$ cat src/rtl/serial2tcp_tx_arbiter.sv
// Round-robin, burst-locked arbiter sharing the serial2tcp sink byte stream among N_REQ requesters.
// Define SERIAL2TCP_ARB_TAG_EN to prefix every burst with a tag byte {4'hA, grant_id}.
module serial2tcp_tx_arbiter #(
  parameter int N_REQ     = 4,
  parameter int MAX_BURST = 16,
  localparam int IDW      = (N_REQ > 1) ? $clog2(N_REQ) : 1,
  localparam int CW       = $clog2(MAX_BURST + 1)
) (
  input  logic               sys_clk,
  input  logic               sys_rst_n,
  input  logic [N_REQ-1:0]   req_valid,
  output logic [N_REQ-1:0]   req_ready,
  input  logic [8*N_REQ-1:0] req_data,
  output logic               sink_valid,
  input  logic               sink_ready,
  output logic [7:0]         sink_data,
  output logic               grant_valid,
  output logic [IDW-1:0]     grant_id
);

`ifdef SERIAL2TCP_ARB_TAG_EN
  typedef enum logic [1:0] {S_IDLE, S_GRANT, S_TAG} state_t;
`else
  typedef enum logic [0:0] {S_IDLE, S_GRANT} state_t;
`endif

  state_t         state, state_nxt;
  logic [IDW-1:0] grant_id_nxt;
  logic [CW-1:0]  burst_cnt, burst_cnt_nxt;
  logic           load_en;
  logic           load;
  logic [7:0]     load_byte;
  logic           cur_valid;
  logic           pick_found;
  logic [IDW-1:0] pick_id;
  logic [IDW-1:0] scan_id;
  logic [7:0]     req_byte [N_REQ];

  for (genvar g = 0; g < N_REQ; g++) begin : g_unpack
    assign req_byte[g] = req_data[8*g +: 8];
  end

  assign load_en     = !sink_valid || sink_ready;
  assign cur_valid   = req_valid[grant_id];
  assign grant_valid = (state != S_IDLE);

  // Search starts one past the last winner so every requester gets a turn.
  always_comb begin
    pick_found = 1'b0;
    pick_id    = grant_id;
    scan_id    = grant_id;
    for (int k = 0; k < N_REQ; k++) begin
      scan_id = (scan_id == IDW'(N_REQ - 1)) ? '0 : scan_id + 1'b1;
      if (!pick_found && req_valid[scan_id]) begin
        pick_found = 1'b1;
        pick_id    = scan_id;
      end
    end
  end

  always_comb begin
    state_nxt     = state;
    grant_id_nxt  = grant_id;
    burst_cnt_nxt = burst_cnt;
    req_ready     = '0;
    load          = 1'b0;
    load_byte     = req_byte[grant_id];
    case (state)
      S_IDLE: begin
        if (pick_found) begin
          grant_id_nxt  = pick_id;
          burst_cnt_nxt = '0;
`ifdef SERIAL2TCP_ARB_TAG_EN
          state_nxt     = S_TAG;
`else
          state_nxt     = S_GRANT;
`endif
        end
      end
`ifdef SERIAL2TCP_ARB_TAG_EN
      S_TAG: begin
        load_byte = {4'hA, 4'(grant_id)};
        if (load_en) begin
          load      = 1'b1;
          state_nxt = S_GRANT;
        end
      end
`endif
      S_GRANT: begin
        req_ready[grant_id] = load_en;
        if (cur_valid && load_en) begin
          load          = 1'b1;
          burst_cnt_nxt = burst_cnt + 1'b1;
          if (burst_cnt_nxt == CW'(MAX_BURST)) state_nxt = S_IDLE;
        end
        // Losing valid ends the burst even while the sink is stalled.
        if (!cur_valid) state_nxt = S_IDLE;
      end
      default: state_nxt = S_IDLE;
    endcase
  end

  always_ff @(posedge sys_clk or negedge sys_rst_n) begin
    if (!sys_rst_n) begin
      state     <= S_IDLE;
      grant_id  <= IDW'(N_REQ - 1);
      burst_cnt <= '0;
    end else begin
      state     <= state_nxt;
      grant_id  <= grant_id_nxt;
      burst_cnt <= burst_cnt_nxt;
    end
  end

  // One-entry output stage: data only moves when the slot is empty or draining.
  always_ff @(posedge sys_clk or negedge sys_rst_n) begin
    if (!sys_rst_n) begin
      sink_valid <= 1'b0;
      sink_data  <= '0;
    end else if (load) begin
      sink_valid <= 1'b1;
      sink_data  <= load_byte;
    end else if (sink_ready) begin
      sink_valid <= 1'b0;
    end
  end

endmodule

$ cat config.mk
export PLATFORM = sky130hd
export DESIGN_NAME = serial2tcp_tx_arbiter
export DESIGN_NICKNAME = d
export VERILOG_FILES = /design/src/rtl/serial2tcp_tx_arbiter.sv
export SDC_FILE = /design/constraint.sdc
export NUM_CORES = 1
export LEC_CHECK = 0
export BUFFER_PORTS_ARGS = -buffer_cell sky130_fd_sc_hd__buf_2
export CORE_ASPECT_RATIO = 0.6
export CORE_MARGIN = 2
export CORE_UTILIZATION = 45
export DETAILED_ROUTE_END_ITERATION = 12
export GPL_TIMING_DRIVEN = 0
export PLACE_DENSITY = 0.79
export SLEW_MARGIN = 20
export SYNTH_ARGS = -nofsm -noshare
export SYNTH_HDL_FRONTEND = slang
export SYNTH_SLANG_ARGS = --single-unit
$ cat constraint.sdc
create_clock -name sys_clk -period 4.15 [get_ports sys_clk]
set_clock_uncertainty 0.05 [all_clocks]
set_input_delay 0.83 -clock sys_clk [delete_from_list [all_inputs] [get_ports sys_clk]]
set_output_delay 0.83 -clock sys_clk [all_outputs]
set_load 0.05 [all_outputs]
==> qor.yml <==
pwr:
  power_density_nw_per_um2: 828
  p_leak_nw: 0.815
  vdd_drop_max_uv: 422
layout:
  area_growth_pct: 27.6
  final_layout_size_suffix_gt1_share_pct: 48.3
  num-nets-final: 222
  num_antenna_cells: 0
  final_cell_mix: "buf_2, dfrtp_1, nand2_1"
  layout_commonest_cell: "buf_2"
  stdcell_count: 210
drt:
  ant_nets: 0
  first_pass_iters: 4
  vias: 1202
  drcViolationCount: 0
  viasPerCell: 5.72
  drt-total-wl_um: 3220
  drt-initial-drc-count: 59
  wire_per_inst_um: 15.4
sta:
  worst_pin_slew_ns: 0.609
  drv_slew: 0
  fin_crit_ns: 2.63
  finalWorstSetupSlack_ns: 1.52
  setup_viol: 0
  finalCritPeriodShare_pct: 63.3
  slew_headroom_pct: 59.0
  hold_viol: 0
  finalSetupTns_ns: 0
  fmax_ghz: 0.380
  rsz0062_at_grt: "no"
setup_path:
  critical-path-top-delay-family: "flip-flops"
  slowest_delay_ns: 0.59
  crit_arrival_ns: 1.75
  crit_fanout: 10
  cp.required_ns: 3.27
  path_buf_inv: 3
  path_cells: "buf_6 -> inv_1 -> ha_1 -> and3_1 -> buf_2"
  crit_type: "flop to output pin"
  startpoint_type: "flop"
  end_kind: "output pin"
  cp_slowest_cell: "dfstp_2"
cts:
  cts_hold_buf: 0
  clk_pin_slew_ns: 0.07
  clock_sinks: 17
  cts_root_buf: "clkbuf_8"
  cts_buffer_depth: 2
  clock_latency_ns: 0.25
  cts-htree-levels: 1
  numCtsBuffers: 3
  ctsResizeCount: 0
  post_cts_buffers: 0
  cts_tree: "done"
logic_synthesis:
  syn_area_um2: 1300
  synthCells: 118
  synthArstFlopShare_pct: 100
  syn_avg_cell_area_um2: 11.0
  yosys_register_bits: 17
  synth.area.top_cells: "dfrtp_1, mux4_2, mux2_2"
  synth_fp_nets: 163
  yosysTopAreaCell: "dfrtp_1"
  ys.flop_type: "dfrtp_1"
  ys_warn_count: 0
  synth_top_area_share_pct: 29.0
  synth_seq_area_share_pct: 33.0
  ys_types: 40
  synth_edf_count: 0
grt:
  grt_pass1_wl_um: 5140
  grt.overflow.total: 0
  grt_pass1_vias: 1117
  grt_util_all_layers_pct: 20.9
  antenna_found_initial: 0
  grt_max_degree: 18
run_status:
  status: "finished clean"
floorplanning:
  core_um2: 2800
  die_h_um: 45.6
  die_area_um2: 3340
  ios: 55
  start_util_pct: 46.4
  rows: 15
  chipWidth_um: 73.3
job:
  drv_cap: 0
placement:
  dp_slack_ns: 1.65
  portBuffers: 54
  dp.cells: 206
  gp_congestion: 0.855
  dp_hpwl_um: 2560
min_path:
  min_path_type: "input port to asynchronous set/reset pin"
sequential cells by signal (all words and copies together), names as in the netlist:
| name | cells |
|---|---|
| sink_data | 8 |
| burst_cnt | 5 |
| grant_id | 2 |
| grant_valid | 1 |
| sink_valid | 1 |
logic make-up after synthesis:
logic type | Yosys count | synth area share (%)
XOR/XNOR | 2 | 1.35
adder cells (fa/ha/maj) | 6 | 5.79
flip-flops | 17 | 33.0
AND/OR/NAND/NOR | 39 | 16.5
buffers and inverters | 11 | 5.98
multiplexers | 18 | 24.3
AO/OA/AOI/OAI | 25 | 13.0
layer usage:
layer  share of wire (%)  GRT usage [%]  up-vias  wire length [um]
met1                  41           24.6      572              1330
met2                  50           38.2       54              1610
met3                 7.8           6.19        4               252
met5                   0              0        -                 0
met4                0.84           5.45        0                27
li1                    -              -      572                 -
path summary, 6_finish.rpt:
kind	startpoint	endpoint	slack, ns	cells after the start
worst max-delay path	grant_id[0]$_DFFE_PN1P_	req_ready[0]	1.52	5
worst min-delay path	sys_rst_n	burst_cnt[2]$_DFFE_PN0P_	0.44	1
worst max register to register	grant_id[0]$_DFFE_PN1P_	grant_id[1]$_DFFE_PN1P_	1.65	8
worst min register to register	sink_data[0]$_DFFE_PN0P_	sink_data[0]$_DFFE_PN0P_	0.45	1
max in group asynchronous	sys_rst_n	grant_id[0]$_DFFE_PN1P_	3.30	1
min in group sys_clk	sink_data[0]$_DFFE_PN0P_	sink_data[0]$_DFFE_PN0P_	0.45	1
final cells by class:
| class | instances | area (um2) |
|---|---|---|
| buffer | 6 | 58.8 |
| clock buffer | 4 | 45.0 |
| fill | 231 | 1140 |
| inverter | 5 | 18.8 |
| multi-input combinational | 90 | 791 |
| sequential | 17 | 428 |
| tap | 34 | 42.5 |
| timing repair buffer | 54 | 270 |
report_power, final:
group,switching [mW],internal [mW],leakage (nW)
logic,0.578,0.356,0.586
registers,0.0613,0.248,0.206
clock network,0.0568,0.0682,0.0228
worst register-to-register path, stage by stage, from the launching register on:
cell	delay (ns)
dfstp_2	0.59
buf_6	0.19
inv_1	0.13
ha_1	0.30
buf_2	0.17
a21oi_1	0.21
a22oi_1	0.14
or4_1	0.48
a31oi_1	0.18
synthesized netlist by cell type (all sizes together) (2+ instances only):
master	count
nor2	5
and3	4
xor2	2
dfrtp	15
a21oi	5
ha	6
nor4	2
nand2	12
mux2	9
a211o	2
and2b	2
dfstp	2
nand3	3
mux4	9
o21ai	8
o211ai	2
nand2b	5
inv	5
buf	6
nand4	2
through the flow:
step / hold slack, ns / area, um2 / utilization [%] / power (mW)
CTS: 0.451 / 1650 / 59.1 / 1.37
global route: 0.466 / 1650 / 59.1 / 1.46
detailed placement: 0.440 / 1610 / 57.5 / 1.25
finish: 0.438 / 1650 / 59.1 / 1.37
floorplan: 0.451 / 1300 / - / 1.05
global placement: 0.434 / 1610 / 57.5 / 1.21
No activity file was read; power rests on OpenSTA's default activity.
